===== config.mk =====
export PLATFORM = sky130hd
export DESIGN_NAME = mat_mul_sched
export DESIGN_NICKNAME = d
export VERILOG_FILES = /design/src/rtl/mat_mul_sched.sv
export SDC_FILE = /design/constraint.sdc
export NUM_CORES = 1
export LEC_CHECK = 0
export ABC_AREA = 1
export CORE_ASPECT_RATIO = 1.5
export CORE_MARGIN = 3
export CORE_UTILIZATION = 53
export DETAILED_ROUTE_END_ITERATION = 16
export PLACE_DENSITY_LB_ADDON = 0.15
export SETUP_SLACK_MARGIN = 0.2
export SYNTH_ARGS = -nofsm -noshare
export SYNTH_HDL_FRONTEND = slang
export SYNTH_SLANG_ARGS = --single-unit

===== constraint.sdc =====
create_clock -name clk -period 8.98 [get_ports clk]
set_input_delay 0.898 -clock clk [delete_from_list [all_inputs] [get_ports clk]]
set_output_delay 0.898 -clock clk [all_outputs]
set_load 0.1 [all_outputs]

===== src/rtl/mat_mul_sched.sv =====
// Shared 2x2 matrix-multiply scheduler: round-robin accept of one operand pair,
// 8-cycle time-multiplexed MAC, then valid/ready return to the winning requester.
module mat_mul_sched #(
  parameter int DW = 8
) (
  input  logic            clk,
  input  logic            rst_n,
  input  logic            req0_valid,
  input  logic [4*DW-1:0] req0_a,
  input  logic [4*DW-1:0] req0_b,
  output logic            req0_ready,
  input  logic            req1_valid,
  input  logic [4*DW-1:0] req1_a,
  input  logic [4*DW-1:0] req1_b,
  output logic            req1_ready,
  output logic            rsp0_valid,
  output logic [4*DW-1:0] rsp0_r,
  input  logic            rsp0_ready,
  output logic            rsp1_valid,
  output logic [4*DW-1:0] rsp1_r,
  input  logic            rsp1_ready,
  output logic            busy
);

  // Handshakes: a transfer happens on a rising edge where valid && ready are both
  // high; ready never depends on anything but state and the valid inputs, and a
  // response holds valid/data stable until its ready is seen.
  typedef enum logic [1:0] {IDLE, CALC, RESP} state_t;

  state_t          state_q, state_d;
  logic [2:0]      step_q, step_d;
  logic [DW-1:0]   acc_q, acc_d;
  logic [4*DW-1:0] a_q, a_d, b_q, b_d, r_q, r_d;
  logic            owner_q, owner_d;
  logic            last_q, last_d;

  logic            grant;
  logic            accept;
  logic            rsp_hs;
  logic [1:0]      a_idx, b_idx, r_idx;
  logic [DW-1:0]   prod;
  logic [DW-1:0]   acc_next;

  // Element idx = 2*row + col; element 0 sits in the top DW bits.
  function automatic logic [DW-1:0] elem(input logic [4*DW-1:0] m, input logic [1:0] idx);
    return m[(3 - int'(idx))*DW +: DW];
  endfunction

  assign grant      = (req0_valid && req1_valid) ? ~last_q : req1_valid;
  assign req0_ready = rst_n && (state_q == IDLE) && req0_valid && !grant;
  assign req1_ready = rst_n && (state_q == IDLE) && req1_valid && grant;
  assign accept     = (req0_valid && req0_ready) || (req1_valid && req1_ready);

  // step = {i,j,k}: A[i][k] * B[k][j] accumulates into R[i][j].
  assign a_idx    = {step_q[2], step_q[0]};
  assign b_idx    = {step_q[0], step_q[1]};
  assign r_idx    = {step_q[2], step_q[1]};
  assign prod     = elem(a_q, a_idx) * elem(b_q, b_idx);
  assign acc_next = (step_q[0] ? acc_q : '0) + prod;

  assign rsp0_valid = (state_q == RESP) && !owner_q;
  assign rsp1_valid = (state_q == RESP) && owner_q;
  assign rsp0_r     = rsp0_valid ? r_q : '0;
  assign rsp1_r     = rsp1_valid ? r_q : '0;
  assign rsp_hs     = owner_q ? rsp1_ready : rsp0_ready;
  assign busy       = (state_q != IDLE);

  always_comb begin
    state_d = state_q;
    step_d  = step_q;
    acc_d   = acc_q;
    a_d     = a_q;
    b_d     = b_q;
    r_d     = r_q;
    owner_d = owner_q;
    last_d  = last_q;
    case (state_q)
      IDLE: begin
        if (accept) begin
          a_d     = grant ? req1_a : req0_a;
          b_d     = grant ? req1_b : req0_b;
          r_d     = '0;
          acc_d   = '0;
          step_d  = '0;
          owner_d = grant;
          last_d  = grant;
          state_d = CALC;
        end
      end
      CALC: begin
        acc_d  = acc_next;
        step_d = step_q + 3'd1;
        if (step_q[0]) begin
          r_d[(3 - int'(r_idx))*DW +: DW] = acc_next;
        end
        if (step_q == 3'd7) begin
          state_d = RESP;
        end
      end
      RESP: begin
        if (rsp_hs) begin
          state_d = IDLE;
        end
      end
      default: state_d = IDLE;
    endcase
  end

  always_ff @(posedge clk or negedge rst_n) begin
    if (!rst_n) begin
      state_q <= IDLE;
      step_q  <= '0;
      acc_q   <= '0;
      a_q     <= '0;
      b_q     <= '0;
      r_q     <= '0;
      owner_q <= 1'b0;
      last_q  <= 1'b1;
    end else begin
      state_q <= state_d;
      step_q  <= step_d;
      acc_q   <= acc_d;
      a_q     <= a_d;
      b_q     <= b_d;
      r_q     <= r_d;
      owner_q <= owner_d;
      last_q  <= last_d;
    end
  end

endmodule


==> results.toml, run 1 <==
[yosys]
avgSynthCellArea_um2 = 7.31
ys_top_cells_by_area = "dfrtp_1 38%, nand2_1 11%, nor2_1 8.7%, inv_1 6.7%, nand3_1 6.3%"
synth_top_area_share_pct = 38.3
synthCells = 983
ys_ff_latch = 111
yosys.area.top_type = "dfrtp_1"
synth_nets = 1158
ys_seq_area_share_pct = 38.7
syn_area_mm2 = 0.00718
yosysWarnings = 0
synthDistinctLibCells = 38

[floorplanning]
dieWidth_um = 101
fp-row-count = 51
start_util_pct = 54.6
fp.coreArea_mm2 = 0.0131
die_h_um = 149
num_io_pins = 203
dieArea_mm2 = 0.0150

[cells_and_area]
layout.nets = 1321
utilization_pct = 71.9
area_growth_pct = 31.6
drive_above_1_share_pct = 4.26
n_antenna_cell = 0
design_area_mm2 = 0.00945
mostFrequentLayoutCells = "212 x nand2_1, 200 x clkdlybuf4s50_1, 167 x nor2_1"
layout_commonest_cell = "nand2_1"

[timing]
fin_crit_ps = 5570
slew_headroom_pct = 32.7
skew_ps = 8.75
worst_pin_slew_ps = 1010
finalHoldViolations = 0
fmax_mhz = 179
fin_crit_sh_pct = 62.1
finalMaxSlewViolations = 0
fin_setup_tns_ps = 0
setup_viol = 0
rsz0062_at_grt = "false"

[drt]
drtPass1Iterations = 5
drcViolationCount = 0
wl_per_cell_um = 15.8
routed_wl_um = 20700
drtIter0Drc = 336
num_vias = 7083
viasPerCell = 5.41
ant_nets = 0

[clock_tree]
cts.sinks = 111
cts_root_buffer = "clkbuf_16"
ctsResizeCount = 0
cts_setup_buffers = 0
cts_max_path_buffers = 2
clk_pin_slew_ps = 80
cts_tree = "built"
cts_hold_buffers = 0
insertion_delay_ps = 360
cts_buffers = 9
htreeDepth = 3

[global_route]
grt_pass1_vias = 7017
grt_max_degree = 111
grt_usage_pct = 28.2
grt_pass1_wl_um = 33600
grt-ovfl-total = 0
antenna_found_initial = 0

[worst_hold_path]
hp-class = "flip-flop to flip-flop"

[setup_path]
reg2reg_slack_ps = 3410
startpoint_type = "flip-flop"
crit_arrival_ps = 5870
cp_slowest_stage_delay_ps = 890
required_ps = 9270
cp_slowest_cell = "dfrtp_1"
critical_path.max_fanout = 25
path_buf_inv = 6
critPathMostFrequentCell = "nand2_1"
crit_family = "adder cells"
crit_type = "flip-flop to flip-flop"
end_kind = "flip-flop"

[placed_design]
place.detailed.hpwl_um = 16000
place_area_mm2 = 0.00917
routabilityCongestion = 0.998
port_buffers = 202

[status]
status = "finished, final reports clean"

[job]
max_cap_viol_count = 0
[final cells by class]
type	instances	area (µm²)
fillers	1121	3690
well taps	159	199
clock buffers	10	229
clock inverters	6	51.3
multi-input cells	682	3630
inverters	133	500
flip-flops and latches	111	2780
repair buffers	209	2070
[sequential cells by signal, indices dropped and copies added (netlist names)]
register / flops
a_q: 32
b_q: 32
r_q: 32
acc_q: 8
step_q: 3
state_q: 2
last_q: 1
owner_q: 1
[worst register-to-register path, stage by stage, from the launching register on]
cell	delay (ps)
dfrtp_1	890
inv_2	390
a21oi_1	210
o21ai_0	90
nand2_1	210
nand2_1	110
fa_1	400
fa_1	560
inv_1	50
fa_1	490
inv_1	60
fa_1	530
inv_1	40
ha_1	260
inv_1	50
o21bai_1	230
nand3_1	110
nand2_1	90
inv_1	40
nand2_1	60
nand2_1	50
nand2_1	50
nand2_1	60
nand3_1	110
nand3_2	100
nor2_2	120
nand2_1	60
nand2_1	60
[cell usage after synthesis, drive strengths merged]
| library cell | number |
|---|---|
| fa | 18 |
| nor3 | 2 |
| nor4 | 1 |
| inv | 133 |
| nand4 | 7 |
| a31oi | 64 |
| buf | 26 |
| mux2 | 1 |
| ha | 23 |
| xor2 | 3 |
| a21oi | 12 |
| dfstp | 1 |
| clkbuf | 31 |
| o211ai | 5 |
| o32ai | 7 |
| nand3b | 5 |
| or2 | 3 |
| nand3 | 91 |
| o22ai | 13 |
| nor2 | 168 |
| nand2 | 218 |
| o21ai | 40 |
| dfrtp | 110 |
| o21bai | 1 |
[cell families (layout without fill, tap and decap cells)]
group | Yosys count | after routing | synth area share (%)
compound gates | 142 | 142 | 12.3
xor+xnor | 3 | 3 | 0.366
buf+inv | 190 | 358 | 10.9
fa+ha+maj | 41 | 41 | 9.02
simple gates | 495 | 495 | 28.5
mux | 1 | 1 | 0.157
flops | 111 | 111 | 38.7
[metrics by stage]
step	setup slack (ps)	cells	hold slack (ps)
after detailed placement	3450	1294	472
after CTS	3410	1310	494
final	3410	1310	489
after global placement	3520	1294	462
after global routing	2900	1310	513
after floorplan	4470	983	442
[worst paths after layout]
| path | startpoint | endpoint | depth (start not counted) |
|---|---|---|---|
| worst max-delay path | step_q[1]$_DFFE_PN0P_ | r_q[31]$_DFFE_PN0P_ | 27 |
| worst min-delay path | last_q$_DFFE_PN1P_ | last_q$_DFFE_PN1P_ | 2 |
| worst max register to register | step_q[1]$_DFFE_PN0P_ | r_q[31]$_DFFE_PN0P_ | 27 |
| worst min register to register | last_q$_DFFE_PN1P_ | last_q$_DFFE_PN1P_ | 2 |
| max in group asynchronous | rst_n | a_q[0]$_DFFE_PN0P_ | 2 |
| min in group asynchronous | rst_n | r_q[11]$_DFFE_PN0P_ | 1 |
[per-layer routing]
metal  wire [µm]  GRT usage (%)  vias up
met1        7460           30.5     3277
met5           0              0        -
met4        1180           16.7        0
li1            -              -     3483
met2       11200           51.6      257
met3         877           3.14       66
Power of run 1 is not shown: default switching activity piles up to over one toggle a cycle in this logic, so the estimate is an artifact.
==> run 2: changes to the inputs <==
- CORE_UTILIZATION: 53 -> 49
- clock period: 8.98 -> 5.6 ns (I/O delays scaled with it)
==> results.toml, run 2 (synthesized netlist as in run 1, its figures left out) <==
[setup_path]
end_kind = "flip-flop"
critical_path.max_fanout = 17
required_ps = 5900
startpoint_type = "flip-flop"
critPathMostFrequentCell = "nand2_1"
crit_type = "flip-flop to flip-flop"
cp_slowest_stage_delay_ps = 580
cp_slowest_cell = "dfrtp_4"
r2r_cells = 28
crit_arrival_ps = 5310

[global_route]
antenna_found_initial = 0
grt_usage_pct = 26.0
grt_max_degree = 97
grt-ovfl-total = 0
grt_pass1_wl_um = 34000
grt_pass1_vias = 7002

[status]
status = "finished, final reports clean"

[clock_tree]
cts_hold_buffers = 0
cts_max_path_buffers = 2
cts_root_buffer = "clkbuf_16"
cts_tree = "built"
insertion_delay_ps = 360
htreeDepth = 3
cts_buffers = 9
cts.sinks = 111
clk_pin_slew_ps = 80

[timing]
finalMaxSlewViolations = 0
finalHoldViolations = 0
fin_crit_sh_pct = 89.5
setup_viol = 0
fin_setup_tns_ps = 0
fin_crit_ps = 5010
slew_headroom_pct = 33.9
fmax_mhz = 200
skew_ps = 9.02
rsz0062_at_grt = "false"
worst_pin_slew_ps = 989

[drt]
met2WireLength_um = 11300
wl_met1_um = 7540
drtPass1Iterations = 5
drtIter0Drc = 315
routed.top_layer = "met4"
wl_per_cell_um = 15.5
ant_nets = 0
viasPerCell = 5.29
routed_wl_um = 20900
route.met3.wl_um = 1060
num_vias = 7121
drcViolationCount = 0

[cells_and_area]
drive_above_1_share_pct = 4.94
layout.nets = 1325
nFillCells = 1302
biggestRegsByFlops = "a_q x32, b_q x32, r_q x32"
layout_commonest_cell = "nand2_1"
n_antenna_cell = 0
area_growth_pct = 33.4
mostFrequentLayoutCells = "212 x nand2_1, 200 x clkdlybuf4s50_1, 167 x nor2_1"

[floorplanning]
die_h_um = 154
dieArea_mm2 = 0.0162
fp.coreArea_mm2 = 0.0142
num_io_pins = 203
start_util_pct = 50.6
dieWidth_um = 105
fp-row-count = 53

[job]
max_cap_viol_count = 0

[worst_hold_path]
hp-class = "input pin to asynchronous set/reset pin"

[placed_design]
routabilityCongestion = 0.907
place.detailed.hpwl_um = 16100
port_buffers = 202
## run 2: cell types whose count changed in the layout (fill, tap and decap cells not counted), sizes merged
cell and change:
clkbuf -1, inv -1, buf +4, bufinv +1
clkinv +1
## run 2: layout make-up
class / count / area [µm²] / area share (%)
tap: 192 / 240 / 2.51
clock inverter: 7 / 100 / 1.04
timing repair buffer: 213 / 2100 / 21.9
clock buffer: 9 / 225 / 2.35
sequential: 111 / 2780 / 29.0
inverter: 133 / 508 / 5.30
multi-input combinational: 682 / 3630 / 37.9
## run 2: per-stage QoR
| stage | utilization (%) | instances | hold WS [ps] | setup WS, ps | instance area, µm² |
|---|---|---|---|---|---|
| 2_1_floorplan | - | 983 | 264 | 1120 | 7180 |
| 3_3_place_gp | 65.1 | 1330 | 459 | 566 | 9240 |
| 3_5_place_dp | 65.1 | 1330 | 468 | 397 | 9240 |
| 4_1_cts | 67.4 | 1346 | 329 | 357 | 9560 |
| 5_1_grt | 67.5 | 1347 | 362 | 189 | 9580 |
| 6_report | 67.5 | 1347 | 290 | 589 | 9580 |
## run 2: final timing paths
kind	slack [ps]	from	end
worst max-delay path	590	step_q[0]$_DFFE_PN0P_	r_q[31]$_DFFE_PN0P_
worst max register to register	590	step_q[0]$_DFFE_PN0P_	r_q[31]$_DFFE_PN0P_
min in group clk	480	last_q$_DFFE_PN1P_	last_q$_DFFE_PN1P_
worst min register to register	480	last_q$_DFFE_PN1P_	last_q$_DFFE_PN1P_
worst min-delay path	290	rst_n	r_q[10]$_DFFE_PN0P_
max in group asynchronous	4150	rst_n	step_q[0]$_DFFE_PN0P_
## run 2: what timing repair did
action	in CTS	in global routing
gates resized for setup	0	9
setup buffers	0	1
endpoints found under the setup margin	0	5
## run 2: critical path, delay by kind of cell, from the launching register on
family,cells,cell delay (ps)
AO/OA/AOI/OAI,3,400
adder cells (fa/ha/maj),5,2280
buffers and inverters,6,510
flip-flops,1,580
AND/OR/NAND/NOR,14,1170
## run 2: per-layer routing
metal,GRT usage [%],vias to the layer above
met5,0,-
met4,13.6,0
met3,4.13,60
met2,48.1,247
met1,28.4,3323
li1,-,3491
Power of run 2 is left out for the same reason.
